--- config.mk ---
export PLATFORM = sky130hd
export DESIGN_NAME = interp_bilineal_pipe
export DESIGN_NICKNAME = d
export VERILOG_FILES = /design/src/rtl/formato_pkg.sv /design/src/rtl/interp_lerp_q.sv /design/src/rtl/interp_bilineal_pipe.sv
export SDC_FILE = /design/constraint.sdc
export NUM_CORES = 1
export LEC_CHECK = 0
export ABC_AREA = 1
export CAP_MARGIN = 5
export CELL_PAD_IN_SITES_DETAIL_PLACEMENT = 1
export CELL_PAD_IN_SITES_GLOBAL_PLACEMENT = 2
export CORE_ASPECT_RATIO = 1.25
export CORE_MARGIN = 10
export CORE_UTILIZATION = 36
export DETAILED_ROUTE_END_ITERATION = 16
export PLACE_DENSITY_LB_ADDON = 0.1
export SYNTH_ARGS = -nofsm -noshare
export SYNTH_HDL_FRONTEND = slang
export SYNTH_SLANG_ARGS = --single-unit
--- constraint.sdc ---
create_clock -name clk -period 8.9 [get_ports clk]
set_input_delay 0.89 -clock clk [delete_from_list [all_inputs] [get_ports clk]]
set_output_delay 0.89 -clock clk [all_outputs]
set_load 0.005 [all_outputs]
--- src/rtl/formato_pkg.sv ---
// ---------------------------------------------------------------------------
// formato_pkg
// Shared fixed-point helpers for the downscaling datapath.
//   - ROUND_TRUNC / ROUND_NEAREST : rounding modes for the final integer
//     conversion of the bilinear interpolator.
//   - q8_8_t, to_q8_8, lerp, from_q8_8_sat : Q8.8 helpers for the default
//     8-bit / 8-fraction configuration.
//   - sat_unsigned : clamps an unsigned value to a given bit width.
// ---------------------------------------------------------------------------
package formato_pkg;

   localparam int ROUND_TRUNC   = 0;
   localparam int ROUND_NEAREST = 1;

   typedef logic [15:0] q8_8_t;

   // Integer sample -> Q8.8
   function automatic q8_8_t to_q8_8(input logic [7:0] p);
      return {p, 8'h00};
   endfunction

   // a + (((b - a) * f) >>> 8); the arithmetic shift floors negative steps,
   // and because f < 1 the result stays between a and b.
   function automatic q8_8_t lerp(input q8_8_t a, input q8_8_t b, input logic [7:0] f);
      logic signed [16:0] diff;
      logic signed [24:0] prod;
      diff = $signed({1'b0, b}) - $signed({1'b0, a});
      prod = 25'(diff) * 25'($signed({1'b0, f}));
      return q8_8_t'(25'($signed({1'b0, a})) + (prod >>> 8));
   endfunction

   // Q8.8 -> 8-bit integer, truncating. The integer part already spans the
   // full 8-bit range, so the clamp can never be exceeded.
   function automatic logic [7:0] from_q8_8_sat(input q8_8_t q);
      return 8'(q >> 8);
   endfunction

   // Clamp an unsigned value to [0, 2^w-1].
   function automatic logic [63:0] sat_unsigned(input logic [63:0] v, input int w);
      logic [63:0] lim;
      lim = (w >= 64) ? '1 : ((64'd1 << w) - 64'd1);
      return (v > lim) ? lim : v;
   endfunction

endpackage

--- src/rtl/interp_lerp_q.sv ---
// ---------------------------------------------------------------------------
// interp_lerp_q
// Combinational single linear interpolation in Q(PIX_W).(FRAC_W):
//   o_y = i_a + (((i_b - i_a) * i_f) >>> FRAC_W)
// Ports:
//   i_a, i_b : endpoints, unsigned fixed point, PIX_W+FRAC_W bits
//   i_f      : fraction f/2^FRAC_W, unsigned, FRAC_W bits
//   o_y      : result, unsigned fixed point, PIX_W+FRAC_W bits
// ---------------------------------------------------------------------------
module interp_lerp_q #(
   parameter int PIX_W  = 8,
   parameter int FRAC_W = 8
) (
   input  logic [PIX_W+FRAC_W-1:0] i_a,
   input  logic [PIX_W+FRAC_W-1:0] i_b,
   input  logic [FRAC_W-1:0]       i_f,
   output logic [PIX_W+FRAC_W-1:0] o_y
);

   localparam int QW = PIX_W + FRAC_W;          // fixed-point sample width
   localparam int PW = PIX_W + 2*FRAC_W + 1;    // signed product width

   localparam logic        [QW-1:0] Y_MAX = '1;
   localparam logic signed [PW-1:0] Q_MAX = $signed(PW'(Y_MAX));

   logic signed [QW:0]     w_diff;
   logic signed [FRAC_W:0] w_f;
   logic signed [PW-1:0]   w_prod;
   logic signed [PW-1:0]   w_sh;
   logic signed [PW-1:0]   w_sum;

   assign w_diff = $signed({1'b0, i_b}) - $signed({1'b0, i_a});
   assign w_f    = $signed({1'b0, i_f});
   assign w_prod = PW'(w_diff) * PW'(w_f);
   // Arithmetic shift floors toward -inf, so falling gradients round down too.
   assign w_sh   = w_prod >>> FRAC_W;
   assign w_sum  = PW'($signed({1'b0, i_a})) + w_sh;

   // The sum always lies between i_a and i_b; the clamp only narrows the
   // full-width sum back to the sample width without silent wrap.
   assign o_y = w_sum[PW-1]     ? '0    :
                (w_sum > Q_MAX) ? Y_MAX :
                w_sum[QW-1:0];

endmodule

--- src/rtl/interp_bilineal_pipe.sv ---
// ---------------------------------------------------------------------------
// interp_bilineal_pipe
// Three-stage pipelined bilinear interpolator with valid/ready flow control.
//   S1: horizontal lerps i0 = lerp(p00,p10,fx), i1 = lerp(p01,p11,fx), fy, tag
//   S2: vertical lerp out_q = lerp(i0,i1,fy), tag
//   S3: rounded + saturated pixel, out_q, tag
// Ports:
//   clk, rst_n              : clock, asynchronous active-low reset
//   in_valid / in_ready     : input handshake
//   in_p00/p10/p01/p11      : 2x2 neighbourhood, CH channels of PIX_W bits
//   in_fx / in_fy           : fractions, value f/2^FRAC_W, shared by channels
//   in_tag                  : sideband tag, passed through unchanged
//   out_valid / out_ready   : output handshake
//   out_pixel               : integer pixel, CH*PIX_W
//   out_pixel_q             : fixed-point result before rounding
//   out_tag                 : tag of the beat on out_pixel
//   busy                    : any stage holds a valid beat
//   out_count               : output handshakes since reset, wraps
// ---------------------------------------------------------------------------
module interp_bilineal_pipe
   import formato_pkg::*;
#(
   parameter int PIX_W  = 8,
   parameter int FRAC_W = 8,
   parameter int CH     = 1,
   parameter int ROUND  = ROUND_TRUNC,
   parameter int TAG_W  = 16,
   parameter int CNT_W  = 32
) (
   input  logic                           clk,
   input  logic                           rst_n,
   input  logic                           in_valid,
   output logic                           in_ready,
   input  logic [CH*PIX_W-1:0]            in_p00,
   input  logic [CH*PIX_W-1:0]            in_p10,
   input  logic [CH*PIX_W-1:0]            in_p01,
   input  logic [CH*PIX_W-1:0]            in_p11,
   input  logic [FRAC_W-1:0]              in_fx,
   input  logic [FRAC_W-1:0]              in_fy,
   input  logic [TAG_W-1:0]               in_tag,
   output logic                           out_valid,
   input  logic                           out_ready,
   output logic [CH*PIX_W-1:0]            out_pixel,
   output logic [CH*(PIX_W+FRAC_W)-1:0]   out_pixel_q,
   output logic [TAG_W-1:0]               out_tag,
   output logic                           busy,
   output logic [CNT_W-1:0]               out_count
);

   localparam int QW = PIX_W + FRAC_W;

   // Half an LSB of the integer result when rounding to nearest, else 0.
   localparam logic [QW:0] RND_ADD = (ROUND == ROUND_NEAREST) ?
                                     ((QW+1)'(1) << (FRAC_W-1)) : '0;

   // ---------------- stage registers ----------------
   logic                  r_v1, r_v2, r_v3;
   logic [CH*QW-1:0]      r_i0, r_i1;
   logic [FRAC_W-1:0]     r_fy1;
   logic [TAG_W-1:0]      r_tag1, r_tag2, r_tag3;
   logic [CH*QW-1:0]      r_q2, r_q3;
   logic [CH*PIX_W-1:0]   r_pix3;
   logic [CNT_W-1:0]      r_count;

   // ---------------- combinational datapath ----------------
   logic [CH*QW-1:0]      w_i0, w_i1, w_q;
   logic [CH*PIX_W-1:0]   w_pix;
   logic                  w_adv1, w_adv2, w_adv3;

   // Each stage may load when it is empty or its contents move on this
   // cycle; the ready chain is combinational back to in_ready.
   assign w_adv3 = !r_v3 || out_ready;
   assign w_adv2 = !r_v2 || w_adv3;
   assign w_adv1 = !r_v1 || w_adv2;

   for (genvar c = 0; c < CH; c++) begin : g_ch
      logic [QW-1:0] w_a00, w_a10, w_a01, w_a11;
      logic [QW:0]   w_rnd;
      logic [QW:0]   w_int;

      // Samples enter the fixed-point domain as p << FRAC_W.
      assign w_a00 = {in_p00[c*PIX_W +: PIX_W], {FRAC_W{1'b0}}};
      assign w_a10 = {in_p10[c*PIX_W +: PIX_W], {FRAC_W{1'b0}}};
      assign w_a01 = {in_p01[c*PIX_W +: PIX_W], {FRAC_W{1'b0}}};
      assign w_a11 = {in_p11[c*PIX_W +: PIX_W], {FRAC_W{1'b0}}};

      interp_lerp_q #(.PIX_W(PIX_W), .FRAC_W(FRAC_W)) u_lerp_h0 (
         .i_a (w_a00),
         .i_b (w_a10),
         .i_f (in_fx),
         .o_y (w_i0[c*QW +: QW])
      );

      interp_lerp_q #(.PIX_W(PIX_W), .FRAC_W(FRAC_W)) u_lerp_h1 (
         .i_a (w_a01),
         .i_b (w_a11),
         .i_f (in_fx),
         .o_y (w_i1[c*QW +: QW])
      );

      interp_lerp_q #(.PIX_W(PIX_W), .FRAC_W(FRAC_W)) u_lerp_v (
         .i_a (r_i0[c*QW +: QW]),
         .i_b (r_i1[c*QW +: QW]),
         .i_f (r_fy1),
         .o_y (w_q[c*QW +: QW])
      );

      // One extra bit absorbs the rounding carry (e.g. 255.5 -> 256), which
      // the saturation then folds back to the top code.
      assign w_rnd = {1'b0, r_q2[c*QW +: QW]} + RND_ADD;
      assign w_int = w_rnd >> FRAC_W;
      assign w_pix[c*PIX_W +: PIX_W] = PIX_W'(sat_unsigned(64'(w_int), PIX_W));
   end

   // ---------------- pipeline registers ----------------
   // NOTE: sequential state uses non-blocking assignments so every stage
   // samples the previous stage's value from before this clock edge.
   always_ff @(posedge clk or negedge rst_n) begin
      if (!rst_n) begin
         // NOTE: data and tag registers are cleared along with the valid
         // bits so no stale beat content is visible after reset.
         r_v1    <= 1'b0;
         r_v2    <= 1'b0;
         r_v3    <= 1'b0;
         r_i0    <= '0;
         r_i1    <= '0;
         r_fy1   <= '0;
         r_tag1  <= '0;
         r_q2    <= '0;
         r_tag2  <= '0;
         r_pix3  <= '0;
         r_q3    <= '0;
         r_tag3  <= '0;
         r_count <= '0;
      end else begin
         if (w_adv1) begin
            r_v1   <= in_valid;
            r_i0   <= w_i0;
            r_i1   <= w_i1;
            r_fy1  <= in_fy;
            r_tag1 <= in_tag;
         end
         if (w_adv2) begin
            r_v2   <= r_v1;
            r_q2   <= w_q;
            r_tag2 <= r_tag1;
         end
         if (w_adv3) begin
            r_v3   <= r_v2;
            r_pix3 <= w_pix;
            r_q3   <= r_q2;
            r_tag3 <= r_tag2;
         end
         if (r_v3 && out_ready) begin
            r_count <= r_count + CNT_W'(1);
         end
      end
   end

   // ---------------- outputs ----------------
   assign in_ready    = w_adv1;
   assign out_valid   = r_v3;
   assign out_pixel   = r_pix3;
   assign out_pixel_q = r_q3;
   assign out_tag     = r_tag3;
   assign busy        = r_v1 || r_v2 || r_v3;
   assign out_count   = r_count;

endmodule
Yosys cells after proc, flatten, opt, wreduce, memory -nomap -nowiden
Cells that the tools add are included.
W data, S select, Z words.
{ "totals": {"latchBits": 0, "mem_count": 0, "reg_bits": 163, "romBits": 0, "ramBits": 0, "elab_cells": 43, "output_inout_bits": 75} }
{ "classes": {"n_mux": 7, "eq_ne": 0, "order_cmp": 4, "n_reduce_logical": 9, "bitwise": 0, "add_sub_neg": 7, "mul": 3, "n_div": 0, "shifts": 0} }
{ "ops": {"columns": ["cell", "n"], "rows": [
  ["$mux W16", 6],
  ["$gt A25 B17 Y1 const B", 3],
  ["$mul A17 B9 Y25", 3],
  ["$add A17 B17 Y18", 3],
  ["$sub A16 B16 Y17", 3],
  ["$add A32 B1 Y32 const B", 1],
  ["$gt A8 B8 Y1 const B", 1],
  ["$mux W8", 1],
  ["$logic_or A1 B1 Y1", 5],
  ["$logic_not A1 Y1", 3],
  ["$logic_and A1 B1 Y1", 1]
]} }

Logic depth before layout (Yosys ltp)
{ "logic_depth": {"word_depth": 6, "mapped_depth": 48, "ltp_nobuf": 46} }

By module
A second synthesis with hierarchy kept.
{ "hier_totals": {"cells_unflattened": 3533, "hier_area_um2": 26103.8} }
{ "modules_own_cells": {"columns": ["mod", "seq_area_each_um2", "area_per_inst_um2", "instances", "cells_each"], "rows": [
  ["interp_lerp_q at g_ch[0].u_lerp_h1", 0.0, 6660.1, 1, 945],
  ["interp_lerp_q at g_ch[0].u_lerp_h0", 0.0, 6555.0, 1, 933],
  ["interp_bilineal_pipe", 3878.7, 6457.4, 1, 754],
  ["interp_lerp_q at g_ch[0].u_lerp_v", 0.0, 6431.2, 1, 901]
]} }

Worst setup path after synthesis
OpenSTA, ideal clock, no wires.
{ "synth_path": {"path_kind": "input -> register", "start": "input port in_p10[0]", "end": "register r_i0[10]", "t_arrival_ns": 6.998, "stages": 42, "setup_time_ns": 0.117, "path_slack_ns": 1.785, "required_time_ns": 8.783, "path_cell_list": "inv_1 ha_1 inv_1 fa_1 nand3_1 and2_1 inv_1 nand2_1 nand2_1 a21oi_1 or2_2 nand2_1 inv_1 nand2_1 fa_1 fa_1 fa_1 fa_1 [... 6 more ...] nand2_1 nand2_1 nand2_1 nand2_1 xor2_1 inv_1 ha_1 nand2_1 nor2_1 nand2_1 o211ai_1 a21o_1 nand2_1 nand3_2 buf_2 nand3_1 nand2_1 nand2_1"} }
{ "synth_via": {"elab_chain_len": 6} }
{ "synth_rtl": {"columns": ["item", "line_no", "rtl"], "rows": [
  ["start, declared", "interp_bilineal_pipe.sv:35", "input logic [CH*PIX_W-1:0] in_p10,"],
  ["$sub A16 B16 Y17 (*)", "interp_lerp_q.sv:32", "assign w_diff = $signed({1'b0, i_b}) - $signed({1'b0, i_a});"],
  ["$mul A17 B9 Y25 (*)", "interp_lerp_q.sv:34", "assign w_prod = PW'(w_diff) * PW'(w_f);"],
  ["$add A17 B17 Y18 (*)", "interp_lerp_q.sv:37", "assign w_sum = PW'($signed({1'b0, i_a})) + w_sh;"],
  ["$gt A25 B17 Y1", "interp_lerp_q.sv:42", "(w_sum > Q_MAX) ? Y_MAX :"],
  ["$mux W16", "interp_lerp_q.sv:42", null],
  ["$mux W16 (*)", "interp_lerp_q.sv:41", "assign o_y = w_sum[PW-1] ? '0 :"],
  ["end signal, assigned", "interp_bilineal_pipe.sv:138", "r_i0 <= w_i0;"],
  ["end, declared", "interp_bilineal_pipe.sv:58", "logic [CH*QW-1:0] r_i0, r_i1;"]
]} }
Mark *: on every way between the ends. The rest lies on a longest branch, timed or not.
A chain may end at the register's enable or synchronous reset.

Final worst setup path
{ "layout_path": {"start": "input port in_p00[1]", "end": "register r_i0[9]"} }
{ "layout_via": {"elab_chain_len": 6} }
{ "layout_rtl": {"columns": ["item", "line_no", "rtl"], "rows": [
  ["start, declared", "interp_bilineal_pipe.sv:34", "input logic [CH*PIX_W-1:0] in_p00,"],
  ["$sub A16 B16 Y17", "interp_lerp_q.sv:32", null],
  ["$mul A17 B9 Y25", "interp_lerp_q.sv:34", null],
  ["$add A17 B17 Y18 (*)", "interp_lerp_q.sv:37", null],
  ["$gt A25 B17 Y1", "interp_lerp_q.sv:42", null],
  ["$mux W16", "interp_lerp_q.sv:42", null],
  ["$mux W16 (*)", "interp_lerp_q.sv:41", null]
]} }
Marked as above.

==> metrics.md <==
| Metric | Value |
|---|---|
| Post-cts resize count | `0` |
| Hold Path Class | `input port to async pin` |
| Post-synth top area share | `23.1%` |
| Unique masters post-synth | `50` |
| H-Tree Depth | `4` |
| TNS Setup | `0 ns` |
| Crit path DAT | `8.42 ns` |
| Setup slack, reg-to-reg | `0.96 ns` |
| Outcome | `finished clean` |
| Nets | `3,151` |
| Netlist Area Pre-Place | `0.0196 sq mm` |
| Crit-path leading delay family | `adder cells` |
| Most frequent cells in the layout | `nand2_1, inv_1, fa_1` |
| Post-CTS setup buffers | `0` |
| FF-to-FF Start | `r_i0[6]` |
| Slowest cell delay on critical path | `0.54 ns` |
| Die Y | `281 microns` |
| Cell Area, Placed | `0.0217 sq mm` |
| CTS max path bufs | `2` |
| Setup crit end | `r_i0[9]` |
| Initial DRC count | `678` |
| Synth area leader | `fa_1` |
| Critical Path Start | `in_p00[1]` |
| Layout cells sized above 1 | `3.86%` |
| Largest net degree at the start of global routing | `80` |
| CTS Hold Bufs | `0` |
| Final Slew Violations | `0` |
| Number of clock sinks | `155` |
| Setup Skew | `0.0137 ns` |
| DRC | `0` |
| Startpoint class of the critical path | `input port` |
| Fin crit period | `8.00 ns` |
| Rows | `95` |
| Vias in the first global route | `18,300` |
| Via density | `4.74` |
| Clock latency on the worst-skew pair | `0.47 ns` |
| Initial Utilization | `36.5%` |
| Core area | `0.0538 sq mm` |
| GRT Total Usage | `18.7%` |
| Global route overflow | `0` |
| CP required | `9.31 ns` |
| Reg2reg end | `r_q2[14]` |
| Design Area, Final | `0.0223 sq mm` |
| Initial antenna violation count | `1` |
| Place WS | `0.351 ns` |
| RSZ-0062 raised after global routing | `no` |
| DR vias | `16,200` |
| Setup CP Type | `input port to flip-flop` |
| Syn Area/Cell | `7.64 sq um` |
| IO buf count | `142` |
| Total CTS buffers | `17` |
| Clk root buf | `clkbuf_16` |
| Final hold viol count | `0` |
| Final Non-Filler Cells | `3,420` |
| FF-to-FF path depth | `38` |
| Mapped Cells | `2,572` |
| Sequential share of the synthesized area | `19.7%` |
| Predominant post-synthesis flop cell | `dfrtp_1` |
| Share of the cycle needed by the critical path after routing | `89.9%` |
| YS warnings | `0` |
| I/O Pins | `143` |
| Clock-pin slew on the worst setup and hold paths | `0.08 ns` |
| Dpl hpwl | `48,700 microns` |
| Die W | `229 microns` |
| Ranking of synthesized cells by area | `fa_1, dfrtp_1, nand2_1, ha_1, inv_1` |
| Buf+Inv Stages, Crit Path | `6` |
| Critical Path Stages | `35` |
| Fmax | `0.125 GHz` |
| DRT Pass-1 Iters | `5` |
| Seq cells post-synth | `155` |
| Post-Synthesis Net Count | `3,044` |
| Finish-stage setup viols | `0` |
| Post-synth EDFFs | `0` |
| Detailed Route WL | `58,000 microns` |
| Rel. slew slack | `32.1%` |
| Async S/R FF share, synth | `100%` |
| Max Cap Viol | `0` |
| Worst path slowest cell | `clkdlybuf4s50_1` |
| First-pass GRT wire length | `96,900 microns` |
| CP max FO | `16` |
| CTS tree | `yes` |
| RePlAce Congestion | `0.838` |
| Post-route ant nets | `0` |
| Placed insts | `3,387` |
| Endpoint class of the critical path | `flip-flop` |
| Die area | `0.0644 sq mm` |
| Routed WL per cell | `16.9 microns` |
| Setup ws final | `0.897 ns` |
| Slew @ Worst Pin | `1.02 ns` |
| Area grow syn2layout | `13.7%` |
| Commonest non-fill, non-tap cell in the layout | `nand2_1` |
==> per-stage QoR <==
step	util [%]	hold slack [ns]
after floorplan	-	0.442
after global placement	40.3	0.456
after detailed placement	40.3	0.462
after CTS	41.5	0.275
after global routing	41.5	0.302
final	41.5	0.286
==> flip-flops by register name, indices dropped and copies added, names as in the netlist <==
name	cells
r_fy1	8
r_v1	1
r_i1	16
r_tag1	16
out_pixel_q	16
out_valid	1
out_tag	16
r_q2	16
r_i0	16
r_tag2	16
out_count	32
r_v2	1
==> layer usage <==
layer	track usage [%]	up-vias	wire length, microns
li1	-	7975	-
met1	20.7	8105	23600
met2	37.1	111	32700
met3	2.07	33	917
met4	4.28	0	716
met5	0	-	0
==> cell families (layout without fill, tap and decap cells) <==
family                   Yosys count  after routing  share of synthesized area, %
AO/OA/AOI/OAI                    188            188                          5.37
XOR/XNOR                         113            113                          5.08
adder cells (fa/ha/maj)          404            404                          34.4
buffers and inverters            586            706                          11.6
flip-flops                       155            155                          19.7
other                              0              1                             0
AND/OR/NAND/NOR                 1126           1126                          23.8
==> final cells by class <==
class / count / area [sq um]
fillers: 6655 / 31500
clock buffers: 17 / 425
diodes: 1 / 2.50
well taps: 727 / 910
clock inverters: 15 / 190
inverters: 528 / 1980
multi-input cells: 1831 / 13500
repair buffers: 146 / 1450
flip-flops and latches: 155 / 3880
==> Yosys cell counts (4+ instances only) <==
library cell / count
nor2_1: 181
buf_2: 15
a21o_1: 15
ha_1: 177
a31oi_1: 7
or2_2: 23
inv_2: 9
buf_1: 5
xor2_1: 70
clkbuf_1: 26
nor2_2: 4
nor3_1: 18
nand4_1: 9
o21bai_1: 4
nand2_1: 742
a21oi_1: 99
nor4_1: 4
xnor2_1: 42
nand3_1: 103
inv_1: 516
o211ai_1: 7
nand2_2: 12
fa_1: 227
o21ai_0: 36
nand3_2: 4
o21ai_1: 7
dfrtp_1: 155
buf_4: 10
nand3b_1: 9
==> worst min path at each step <==
stage,to,startpoint
after floorplan,out_pixel_q[0],r_q2[0]
after global placement,r_tag2[0],r_tag1[0]
after detailed placement,r_tag2[5],r_tag1[5]
after CTS,r_fy1[5],rst_n
after global routing,r_fy1[4],rst_n
final,r_fy1[5],rst_n
Power is not shown: default switching activity piles up to over one toggle a cycle in this logic, so the estimate is an artifact.
